`src/rtl/bitrev_rr_arbiter.sv`:
```
// bitrev_rr_arbiter
//   Round-robin arbiter that shares one registered bit-reversal stage among NUM_REQ
//   requesters. The granted word is bit-reversed into a single-entry output slot and
//   presented downstream with the index of the requester that supplied it.
//
// Ports
//   clk        : clock, all state on the rising edge
//   reset      : synchronous, active-high reset
//   req_valid  : per-requester valid
//   req_data   : requester i word at bits [i*DATA_W +: DATA_W]
//   req_ready  : per-requester ready, one-hot or zero
//   out_valid  : output slot holds a word
//   out_data   : bit-reversed accepted word
//   out_src    : index of the requester that supplied out_data
//   out_ready  : downstream accepts the word
//   xfer_count : completed output transfers, wraps at 16 bits
//   busy       : same as out_valid
module bitrev_rr_arbiter #(
    parameter int unsigned NUM_REQ = 4,
    parameter int unsigned DATA_W  = 8,
    parameter int unsigned SRC_W   = $clog2(NUM_REQ)
) (
    input  logic                      clk,
    input  logic                      reset,
    input  logic [NUM_REQ-1:0]        req_valid,
    input  logic [NUM_REQ*DATA_W-1:0] req_data,
    output logic [NUM_REQ-1:0]        req_ready,
    output logic                      out_valid,
    output logic [DATA_W-1:0]         out_data,
    output logic [SRC_W-1:0]          out_src,
    input  logic                      out_ready,
    output logic [15:0]               xfer_count,
    output logic                      busy
);

    typedef enum logic {StEmpty, StFull} state_e;

    state_e            state_q, state_d;
    logic [SRC_W-1:0]  rr_ptr_q, rr_ptr_d;
    logic [DATA_W-1:0] data_q, data_d;
    logic [SRC_W-1:0]  src_q, src_d;
    logic [15:0]       count_q, count_d;

    logic              can_accept;
    logic              grant_found;
    logic [SRC_W-1:0]  grant_idx;
    logic [SRC_W-1:0]  scan_cand;
    int unsigned       scan_idx;
    logic [DATA_W-1:0] grant_word;
    logic [DATA_W-1:0] grant_rev;
    logic              accept;
    logic              drain;

    // Slot can take a new word when empty, or when it is being drained this edge.
    assign can_accept = (state_q == StEmpty) || out_ready;
    assign drain      = (state_q == StFull) && out_ready;

    // Scan from rr_ptr upward with wrap; the first valid requester wins.
    always_comb begin
        grant_found = 1'b0;
        grant_idx   = '0;
        scan_idx    = 0;
        scan_cand   = '0;
        for (int unsigned k = 0; k < NUM_REQ; k++) begin
            scan_idx  = (32'(rr_ptr_q) + k) % NUM_REQ;
            scan_cand = SRC_W'(scan_idx);
            if (!grant_found && req_valid[scan_cand]) begin
                grant_found = 1'b1;
                grant_idx   = scan_cand;
            end
        end
    end

    // Reset forces ready low so a handshake coinciding with reset is never taken.
    assign accept = grant_found && can_accept && !reset;

    always_comb begin
        req_ready = '0;
        if (accept) begin
            req_ready[grant_idx] = 1'b1;
        end
    end

    // Word mux and bit reversal; only feeds registers, never an output directly.
    always_comb begin
        grant_word = '0;
        for (int unsigned i = 0; i < NUM_REQ; i++) begin
            if (grant_idx == SRC_W'(i)) begin
                grant_word = req_data[i*DATA_W +: DATA_W];
            end
        end
    end

    always_comb begin
        grant_rev = '0;
        for (int unsigned k = 0; k < DATA_W; k++) begin
            grant_rev[k] = grant_word[DATA_W-1-k];
        end
    end

    // State register
    always_ff @(posedge clk) begin
        if (reset) begin
            state_q  <= StEmpty;
            rr_ptr_q <= '0;
            data_q   <= '0;
            src_q    <= '0;
            count_q  <= '0;
        end else begin
            state_q  <= state_d;
            rr_ptr_q <= rr_ptr_d;
            data_q   <= data_d;
            src_q    <= src_d;
            count_q  <= count_d;
        end
    end

    // Next-state logic
    always_comb begin
        state_d  = state_q;
        rr_ptr_d = rr_ptr_q;
        data_d   = data_q;
        src_d    = src_q;
        count_d  = count_q;

        unique case (state_q)
            StEmpty: begin
                if (accept) begin
                    state_d = StFull;
                end
            end
            StFull: begin
                // Drain with simultaneous reload keeps the slot full.
                if (drain && !accept) begin
                    state_d = StEmpty;
                end
            end
            default: state_d = StEmpty;
        endcase

        if (accept) begin
            data_d   = grant_rev;
            src_d    = grant_idx;
            rr_ptr_d = (grant_idx == SRC_W'(NUM_REQ - 1)) ? '0 : grant_idx + 1'b1;
        end

        if (drain) begin
            count_d = count_q + 16'd1;
        end
    end

    // Output logic
    always_comb begin
        out_valid  = (state_q == StFull);
        busy       = (state_q == StFull);
        out_data   = data_q;
        out_src    = src_q;
        xfer_count = count_q;
    end

endmodule

```
`config.mk`:
```
export PLATFORM = sky130hd
export DESIGN_NAME = bitrev_rr_arbiter
export DESIGN_NICKNAME = d
export VERILOG_FILES = /design/src/rtl/bitrev_rr_arbiter.sv
export SDC_FILE = /design/constraint.sdc
export NUM_CORES = 1
export LEC_CHECK = 0
export BUFFER_PORTS_ARGS = -buffer_cell sky130_fd_sc_hd__buf_4
export CORE_UTILIZATION = 48
export DETAILED_ROUTE_END_ITERATION = 10
export GPL_TIMING_DRIVEN = 0
export HOLD_SLACK_MARGIN = 0.03
export PLACE_DENSITY = 0.79
export SLEW_MARGIN = 15
export SYNTH_ARGS = -nofsm -noshare
export SYNTH_HDL_FRONTEND = slang
export SYNTH_SLANG_ARGS = --single-unit
```
`constraint.sdc`:
```
create_clock -name clk -period 3.05 [get_ports clk]
set_clock_uncertainty 0.05 [all_clocks]
set_input_delay 0.1525 -clock clk [delete_from_list [all_inputs] [get_ports clk]]
set_output_delay 0.1525 -clock clk [all_outputs]
set_load 0.01 [all_outputs]
```
; ---- Word level (Yosys, flattened, before mapping)
; Cells that the tools add are included.
[totals]
regBits = 29
in_bits = 39
elab_cells = 62
output_inout_bits = 32
[op_classes]
muxes = 27
bitwise_logic = 1
n_eq_ne = 3
order_cmp = 6
addsub = 5
n_reduce_logical = 15
[op_table]
columns = operator, count
row1 = 8-bit two-way mux, 4
row2 = 16-bit by 1-bit adder with 16-bit output (second input constant), 1
row3 = 2-bit by 3-bit less-than comparator with 1-bit output (second input constant), 5
row4 = 1-bit two-way mux, 11
row5 = 2-bit two-way mux, 5
row6 = 1-bit binary-select mux with 2-bit select, 4
row7 = 1-bit logical AND, 8
row8 = 1-bit logical NOT, 5
row9 = 2-bit by 1-bit adder with 2-bit output (second input constant), 2
row10 = 2-bit adder (second input constant), 2
row11 = 2-bit == test (second input constant), 2
row12 = 4-bit two-way mux, 1
row13 = 1-bit demux with 2-bit select, 1
row14 = 2-bit by 1-bit == test with 1-bit output (second input constant), 1
row15 = 2-bit by 1-bit >= comparator with 1-bit output (second input constant), 1
row16 = 2-bit logical NOT, 1
row17 = 1-bit case mux with 2 select lines, 1
row18 = 1-bit logical OR, 1
row19 = 1-bit NOT, 1

; ---- Depth between registers and ports, before layout
; Gate-level depths: netlist of the first run.
[depth]
ltp_word = 18
depth_mapped = 11
mapped_depth_nobuf = 9

; ---- Least setup slack after synthesis of the first run
; No wires, ideal clock.
[synth_timing]
path_kind = reg2reg
startpoint = register rr_ptr_q[1]
endpoint = register data_q[7], in the netlist out_data[7]
path_stages_with_launch = 12
n_path_buf = 2
setup_time_ns = 0.123
t_arrival_ns = 2.135
required_ns = 2.877
synth_period_minus_slack_ns = 2.307
setup_slack_ns = 0.743
path_cell_list = dfxtp_1 > mux2i_1 > nor2_1 > nor4_1 > inv_1 > ha_1 > buf_2 > clkbuf_1 > a21oi_1 > o21ai_0 > a221oi_2 > a21oi_2
[synth_between]
elab_chain_len = 17
word_cells_on_any_way = 35
cone_classes = add/sub: 3 / eq/ne: 3 / mux: 20 / reduce/logical: 9
[synth_rtl]
columns = element, line
row1 = start: declaration, 39  ; logic [SRC_W-1:0] rr_ptr_q, rr_ptr_d;
row2 = start signal: assignment, 111  ; rr_ptr_q <= rr_ptr_d;
row3 = "parallel branches: the longest is 11 deep, another holds 2-bit by 1-bit adder with 2-bit output", n/a
row4 = 2-bit two-way mux *, 67  ; if (!grant_found && req_valid[scan_cand]) begin
row5 = net grant_idx[0], 46  ; logic [SRC_W-1:0] grant_idx;
row6 = 2-bit logical NOT, 88  ; if (grant_idx == SRC_W'(i)) begin
row7 = 8-bit two-way mux (3 in series), 88
row8 = 8-bit two-way mux *, 88
row9 = end signal: assignment, 112  ; data_q <= data_d;
row10 = end: declaration, 40  ; logic [DATA_W-1:0] data_q, data_d;
; Mark *: on every way through the listed nets, which the timed path passes. The select of a mux whose other input is x is not followed.
; A chain may end at the register's enable or synchronous reset.

; ---- Worst setup path after layout of the first run
[layout_timing]
startpoint = register rr_ptr_q[1]
endpoint = output req_ready[3]
[layout_between]
elab_chain_len = 17
word_cells_on_any_way = 33
cone_classes = add/sub: 3 / order compare: 2 / mux: 19 / reduce/logical: 9
[layout_rtl]
columns = element, line
row1 = "parallel branches: the longest is 11 deep, another holds 2-bit by 1-bit adder with 2-bit output", n/a
row2 = 2-bit two-way mux *, 67
row3 = net grant_idx[0], 46
row4 = 2-bit by 3-bit less-than comparator with 1-bit output (not written as such) or 2-bit by 1-bit >= comparator with 1-bit output (tied branches), 80  ; req_ready[grant_idx] = 1'b1;
row5 = 1-bit logical AND (not written as such), 80
row6 = 1-bit two-way mux (not written as such), 80
row7 = 1-bit demux with 2-bit select *, 80
row8 = 4-bit two-way mux *, 79  ; if (accept) begin
row9 = end: declaration, 27  ; output logic [NUM_REQ-1:0] req_ready,
; Marks and branches as above.

==> flow_metrics.tcl, run 1 <==
set metrics [dict create \
    status "finished clean" \
    cpPeakStageDelay_ps 440 \
    setup_violations 0 \
    post-cts-setup-buffer-count 0 \
    gr-usage-all-layers_pct 22.9 \
    dieArea_um2 3930 \
    min_period_ps 2740 \
    final_max_slew_viol_count 0 \
    pwr-share-seq_pct 34.7 \
    synth_flop_cell "dfxtp_1" \
    cts_buffers 5 \
    tritoncts "done" \
    clk_pin_slew_worst_paths_ps 60 \
    clock_power_share_pct 31.8 \
    port_buffers 70 \
    nets 331 \
    finalSetupTns_ps 0 \
    switching_share_pct 31.4 \
    vias 1707 \
    multi_input_area_um2 1060 \
    hold_class "in2reg" \
    r2r-start "rr_ptr_q[1]" \
    grt_max_degree 11 \
    synth-async-reset-ratio_pct 0 \
    ctsHtreeMaxLevel 2 \
    syn_nets 254 \
    pre_cts_ws_ps 351 \
    ant_nets 0 \
    cap_violations 0 \
    final_cell_area_um2 2470 \
    switching_power_uw 404 \
    avgSynthCellArea_um2 8.42 \
    path_cells "mux2i_1, nor2_1, nor4_2, ha_1, buf_1, buf_2, and2_1, buf_4" \
    synth.cells.most_frequent "dfxtp_1, a21oi_1, nor2_1, nand2_1, inv_1" \
    slew_headroom_pct 66.1 \
    crit_arrival_ps 2540 \
    crit_required_ps 2850 \
    cts_sinks 29 \
    peakVddDrop_v 0.000286 \
    synth_top_area_share_pct 32.8 \
    grt-ovfl-total 0 \
    route.detailed.drc 0 \
    placed_area_um2 2350 \
    drt-total-wl_um 4200 \
    ys_warn_count 0 \
    syn_area_um2 1770 \
    die_w_um 62.7 \
    synth_top_cell_by_area "dfxtp_1" \
    yosysMostFrequentCell "dfxtp_1" \
    fp.coreArea_um2 3440 \
    antenna_found_initial 0 \
    critPathCaptureType "output port" \
    grt_pass1_vias 1656 \
    fin_ws_ps 310 \
    drive_gt1_share_pct 38.9 \
    dr.pass1.iters 4 \
    power.internal_uw 882 \
    critical_path.slowest_cell "dfxtp_1" \
    die_h_um 62.7 \
    start_kind "flop" \
    cp_max_fo 10 \
    ys_seq_area_share_pct 32.8 \
    n_antenna_cell 0 \
    fmax_ghz 0.365 \
    post_drt_wl_per_cell_um 12.6 \
    rows 21 \
    synth_cells 210 \
    path_delay_family "buffers and inverters" \
    hpwl_um 3210 \
    grt_pass1_wl_um 7090 \
    root_buffer "clkbuf_8" \
    hold_violations 0 \
    clock_latency_ps 280 \
    tightestPinTransition_ps 504 \
    path_buf_inv 3 \
    synth_area_leaders "dfxtp_1, a221oi_2, a21oi_1" \
    rsz0062_at_grt "false" \
    finalCritPeriodShare_pct 89.8 \
    place.gp.congestion 0.771 \
    clockBufferDepth 2 \
    startpoint "rr_ptr_q[1]" \
    critPathKind "reg2out" \
    pwr-share-comb_pct 33.5 \
    power_density_nw_per_um2 520 \
    leakagePower_uw 0.00106 \
    final-seq-area_um2 581 \
    postCtsHoldBufs 0 \
    initialDrtViolationCount 58 \
    start_util_pct 51.4 \
    n_fill_cell 305 \
    final_util_pct 71.9 \
    worstHoldStart "req_data[25]" \
    synth-seq-cells 29 \
    synth_cell_types 38 \
    area_growth_pct 39.9 \
    viasPerCell 5.11 \
    whs_ps 79.5 \
    io_pins 71 \
    synth_edf_count 0 \
]
==> stage by stage <==
stage               power (uW)  std cells
detailed placement         881        326
finish                    1290        334
global placement           872        326
floorplan                  727        210
CTS                       1290        334
global route              1370        334
==> layout by cell type, fill, tap and decap left out, types with 4 or more instances in the layout <==
cell	instances
nand3_1	4
nor2b_1	4
inv_1	14
nor2_1	21
a21oi_2	8
o21ai_0	10
a221oi_2	8
dfxtp_1	29
nand2_1	15
clkbuf_8	6
nor3_1	6
ha_1	5
and2_1	4
clkbuf_1	6
xnor2_1	11
nor4_2	6
a21oi_1	21
buf_4	71
nand2b_1	11
==> sequential cells by signal, summed over array words and instances, names as in the netlist <==
register,flops
xfer_count,16
out_data,8
out_src,2
rr_ptr_q,2
busy,1
==> logic make-up (layout without fill, tap and decap cells) <==
| family | after synthesis | count (layout) | share of synthesized area (%) |
|---|---|---|---|
| flops | 29 | 29 | 32.8 |
| simple gates | 82 | 82 | 26.5 |
| fa+ha+maj | 5 | 5 | 3.54 |
| mux | 3 | 3 | 1.84 |
| compound gates | 52 | 52 | 21.9 |
| xor+xnor | 12 | 12 | 5.94 |
| buf+inv | 27 | 105 | 7.50 |
==> layer usage <==
metal | up-vias | global-route usage (%) | part of all wire (%) | routed length (um)
li1 | 874 | - | - | -
met1 | 764 | 24.9 | 43 | 1820
met2 | 65 | 39.9 | 48 | 2020
met3 | 4 | 8.21 | 7.7 | 322
met4 | 0 | 9.01 | 0.93 | 39
met5 | - | 0 | 0 | 0
==> area by class of cell <==
| class | instances | share of cell area (%) |
|---|---|---|
| plain buffers | 13 | 3.24 |
| clock buffers | 7 | 3.49 |
| clock inverters | 1 | 1.21 |
| inverters | 14 | 2.12 |
| multi-input cells | 154 | 42.9 |
| flip-flops and latches | 29 | 23.5 |
| well taps | 46 | 2.33 |
| repair buffers | 70 | 21.2 |
==> worst register-to-register path, delay by kind of cell (launching register included) <==
kind,cells,cell delay (ps)
muxes,1,220
buffers and inverters,3,510
and+or+nand+nor,2,470
AOI/OAI and AO/OA,4,580
adders and majority gates,1,210
DFF,1,440
==> power by group through the flow <==
stage               logic [uW]  registers [uW]  clock network (uW)
global route               478             450                 437
CTS                        431             445                 416
global placement           420             452                   0
finish                     431             446                 409
detailed placement         428             453                   0
floorplan                  264             464                   0
==> worst paths after layout <==
check,depth (start not counted),slack (ps),endpoint
setup reg to reg,11,450,out_data[7]
setup / recovery,8,310,req_ready[3]
hold reg to reg,2,440,out_data[1]
hold / removal,3,80,out_data[6]
==> repair_timing <==
action	in CTS	in global routing
endpoints found under the setup margin	0	3
resized for setup	0	1
hold endpoints to repair	0	0
Note: power is estimated with default switching activity, not from simulation.
==> inputs of run 2 (changes only) <==
--- a/config.mk
+++ b/config.mk
@@ -6,11 +6,12 @@
 export NUM_CORES = 1
 export LEC_CHECK = 0
 export BUFFER_PORTS_ARGS = -buffer_cell sky130_fd_sc_hd__buf_4
-export CORE_UTILIZATION = 48
+export CORE_UTILIZATION = 50
+export CTS_BUF_LIST = sky130_fd_sc_hd__clkbuf_4
 export DETAILED_ROUTE_END_ITERATION = 10
 export GPL_TIMING_DRIVEN = 0
 export HOLD_SLACK_MARGIN = 0.03
-export PLACE_DENSITY = 0.79
+export PLACE_DENSITY = 0.82
 export SLEW_MARGIN = 15
 export SYNTH_ARGS = -nofsm -noshare
 export SYNTH_HDL_FRONTEND = slang
==> constraint.sdc (replaced) <==
create_clock -name clk -period 3.05 [get_ports clk]
set_clock_uncertainty 0.05 [all_clocks]
set_input_delay 0.1525 -clock clk [delete_from_list [all_inputs] [get_ports clk]]
set_output_delay 0.1525 -clock clk [all_outputs]
set_load 0.005 [all_outputs]
==> run 2 against run 1 <==
  * Non-clock buffer count up 8
  * Global-route usage up 0.47 points
  * Hold slack worse by 3.9 ps
  * Clock power down 46%
  * First-iteration DRC count down 43%
  * Fmax about the same
  * Worst setup slack worse by 2.3 ps
  * Combinational power down 0.9%
  * Die area down 3.9%
  * Count of clock-buffer cells in the layout down 2
  * Critical endpoint unchanged
  * Largest cell class unchanged
==> flow_metrics.tcl, run 2 (same netlist as run 1, synthesis figures left out) <==
set metrics [dict create \
    grt-ovfl-total 0 \
    dr.pass1.iters 4 \
    power_density_nw_per_um2 439 \
    die_h_um 61.5 \
    n_fill_cell 281 \
    n_antenna_cell 0 \
    antenna_found_initial 0 \
    start_util_pct 52.6 \
    cts_buffers 5 \
    slew_headroom_pct 64.3 \
    clock_latency_ps 330 \
    area_growth_pct 40.7 \
    final_max_slew_viol_count 0 \
    hold_class "in2reg" \
    peakVddDrop_v 0.000283 \
    port_buffers 70 \
    cp_max_fo 10 \
    start_kind "flop" \
    vias 1736 \
    min_period_ps 2740 \
    hpwl_um 3080 \
    grt_pass1_vias 1509 \
    ant_nets 0 \
    pre_cts_ws_ps 329 \
    fin_ws_ps 308 \
    tritoncts "done" \
    crit_required_ps 2850 \
    grt_pass1_wl_um 6290 \
    drt-total-wl_um 4330 \
    dieArea_um2 3780 \
    whs_ps 75.6 \
    place.gp.congestion 0.756 \
    finalCritPeriodShare_pct 89.9 \
    status "finished clean" \
    rows 21 \
    hold_violations 0 \
    finalPower_uw 1090 \
    fmax_ghz 0.365 \
    post_drt_wl_per_cell_um 12.7 \
    root_buffer "clkbuf_4" \
    tightestPinTransition_ps 531 \
    drive_gt1_share_pct 37.5 \
    setup_violations 0 \
    route.detailed.drc 0 \
    final_cell_mix "buf_4, dfxtp_1, nor2_1, a21oi_1, nand2_1" \
    initialDrtViolationCount 33 \
    cts_sinks 29 \
    final_common_cell "buf_4" \
    viasPerCell 5.08 \
    finalSetupTns_ps 0 \
    io_pins 71 \
    largest_reg_flops 16 \
    critPathCaptureType "output port" \
    grt_max_degree 11 \
    nets 339 \
    clockBufferDepth 2 \
    gr-usage-all-layers_pct 23.3 \
    cap_violations 0 \
    leakagePower_uw 0.00107 \
    fp.coreArea_um2 3360 \
    critPathKind "reg2out" \
    final_util_pct 74.0 \
    die_w_um 61.5 \
    ctsHtreeMaxLevel 2 \
    clk_pin_slew_worst_paths_ps 100 \
    crit_arrival_ps 2540 \
    rsz0062_at_grt "false" \
]
[run 2: metal layers]
metal  wire, um  GRT usage [%]
met4         84           11.1
met3        303           8.19
met2       2040           41.1
met1       1900           24.9
met5          0              0
[run 2: where the power goes]
group	switching (uW)	total [uW]	internal, uW
clock	138	221	83.1
combinational	223	427	204
sequential	28.3	445	417
[run 2: area by class of cell]
type                    count  area (um2)  area share (%)
plain buffers              13        80.1            3.22
clock buffers               5        37.5            1.51
clock inverters             3        12.5           0.503
inverters                  14        52.6            2.11
multi-input cells         154        1060            42.7
flip-flops and latches     29         581            23.3
well taps                  46        57.6            2.31
repair buffers             78         606            24.3
[run 2: critical path: stages (launching register included)]
cell and delay (ps):
dfxtp_1 440, mux2i_1 230, nor2_1 90, nor4_2 360
ha_1 210, buf_1 270, buf_2 330, and2_1 170
buf_4 110
[run 2: stage by stage]
stage,instances,cell area [um2]
6_report,342,2490
5_1_grt,342,2490
4_1_cts,342,2480
3_5_place_dp,326,2350
3_3_place_gp,326,2350
2_1_floorplan,210,1770
[run 2: repair_timing]
item | 4_1_cts | 5_1_grt
buffers inserted | 0 | 0
hold buffers | 8 | 0
setup endpoints to repair | 0 | 2
hold endpoints to repair | 8 | 0
resized for setup | 0 | 1
[run 2: worst paths after layout]
check	from	end	slack (ps)	cells after the start
worst min-delay path	out_ready	xfer_count[1]	80	3
worst max register to register	rr_ptr_q[1]	out_data[7]	440	11
worst max-delay path	rr_ptr_q[1]	req_ready[3]	310	8
worst min register to register	out_data[7]	out_data[7]	440	2
==> inputs of run 3 (changes only) <==
==> constraint.sdc (replaced) <==
create_clock -name clk -period 3.05 [get_ports clk]
set_clock_uncertainty 0.05 [all_clocks]
set_input_delay 0 -clock clk [delete_from_list [all_inputs] [get_ports clk]]
set_output_delay 0 -clock clk [all_outputs]
set_load 0.005 [all_outputs]
==> run 3 against run 2 <==
  * Total power up 1.2%
  * Largest power group unchanged
  * Sequential power hardly changed
  * Die area stayed put
  * Register-to-register slack got worse by 150 ps
  * Count of clock-buffer cells in the layout unchanged
  * Non-clock buffer count grew 9
  * Global-route usage grew 0.61 points
==> flow_metrics.tcl, run 3 (same netlist as run 1, synthesis figures left out) <==
set metrics [dict create \
    pre_cts_ws_ps 329 \
    grt_pass1_vias 1543 \
    grt_max_degree 11 \
    io_pins 71 \
    die_w_um 61.5 \
    rr_endpoint "out_data[7]" \
    clock_latency_ps 340 \
    area_growth_pct 45.4 \
    final_common_cell "buf_4" \
    final_cells 351 \
    final_util_pct 76.5 \
    final_cell_mix "buf_4, dfxtp_1, nor2_1, a21oi_1, dlygate4sd3_1" \
    slew_headroom_pct 60.2 \
    viasPerCell 5.15 \
    critPathCaptureType "output port" \
    cts_buffers 5 \
    tightestPinTransition_ps 592 \
    post_drt_wl_per_cell_um 12.8 \
    dr.pass1.iters 4 \
    clockBufferDepth 2 \
    rows 21 \
    initialDrtViolationCount 71 \
    drive_gt1_share_pct 36.1 \
    fp.coreArea_um2 3360 \
    fin_ws_ps 259 \
    root_buffer "clkbuf_4" \
    drt-total-wl_um 4490 \
    startpoint "rr_ptr_q[1]" \
    hpwl_um 3080 \
    grt-ovfl-total 0 \
    post-cts-setup-buffer-count 0 \
    peakVddDrop_v 0.000286 \
    n_antenna_cell 0 \
    cp_max_fo 10 \
    start_kind "flop" \
    place.gp.congestion 0.756 \
    n_fill_cell 256 \
    cp-endpoint "req_ready[3]" \
    reg2reg_slack_ps 290 \
    critPathKind "reg2out" \
    leakagePower_uw 0.00110 \
    hold_violations 0 \
    ant_nets 0 \
    grt_pass1_wl_um 6480 \
    start_util_pct 52.6 \
    ctsHtreeMaxLevel 2 \
    fmax_ghz 0.358 \
    dp.cells 326 \
    status "finished clean" \
    rr_worst_depth 11 \
    whs_ps 54.5 \
    dieArea_um2 3780 \
    final_max_slew_viol_count 0 \
    min_period_ps 2790 \
    port_buffers 70 \
    largest_reg_flops 16 \
    tritoncts "done" \
    rsz0062_at_grt "false" \
    finalSetupTns_ps 0 \
    die_h_um 61.5 \
    route.detailed.drc 0 \
    finalCritPeriodShare_pct 91.5 \
    nets 348 \
    crit_arrival_ps 2740 \
    hold_class "in2reg" \
    antenna_found_initial 0 \
    cts_sinks 29 \
    gr-usage-all-layers_pct 23.9 \
    r2r-start "rr_ptr_q[1]" \
    cap_violations 0 \
    crit_required_ps 3000 \
    setup_violations 0 \
    clk_pin_slew_worst_paths_ps 90 \
    worstHoldStart "req_data[11]" \
    power_density_nw_per_um2 430 \
    vias 1806 \
]
run 3: stage by stage:
step	instance area [um2]	power, uW
finish	2570	1110
global route	2570	1180
CTS	2570	1110
detailed placement	2350	868
global placement	2350	857
floorplan	1770	713
run 3: worst min-delay path by stage:
stage	slack, ps	endpoint	cells after the start
4_1_cts	40	out_data[2]	5
2_1_floorplan	110	out_data[1]	2
5_1_grt	50	out_data[4]	5
3_5_place_dp	220	out_data[0]	3
6_report	50	out_data[4]	5
3_3_place_gp	210	out_data[0]	3
run 3: area by class of cell:
type	instances	area [um2]	share of cell area [%]
sequential	29	581	22.6
inverter	14	52.6	2.04
multi-input combinational	154	1050	41.0
tap	46	57.6	2.24
timing repair buffer	87	696	27.1
clock inverter	3	12.5	0.487
clock buffer	5	37.5	1.46
buffer	13	80.1	3.11
run 3: routing by layer:
metal	vias to the layer above	GRT usage [%]	wire, um	part of all wire, %
met5	-	0	0	0
met4	0	10.8	76	1.7
met3	8	8.19	350	7.8
met2	67	42.5	2130	47
met1	812	25.6	1930	43
li1	919	-	-	-
run 3: power breakdown:
| part | switching [uW] | leakage (uW) | internal (uW) |
|---|---|---|---|
| Clock | 140 | 0.0000300 | 83.1 |
| Combinational | 228 | 0.000837 | 210 |
| Sequential | 28.7 | 0.000238 | 417 |
| Total | 396 | 0.00110 | 710 |
run 3: timing repair:
item | 4_1_cts | 5_1_grt
hold buffers | 17 | 0
hold endpoints to repair | 15 | 0
gates resized for setup | 0 | 0
setup endpoints to repair | 0 | 0
run 3: worst max-delay path, cell delays in order (launching register included):
cell and delay, ps:
dfxtp_1 450, mux2i_1 240, nor2_1 70, nor4_1 510, ha_1 240, buf_1 280
buf_2 340, and2_1 180, buf_4 110
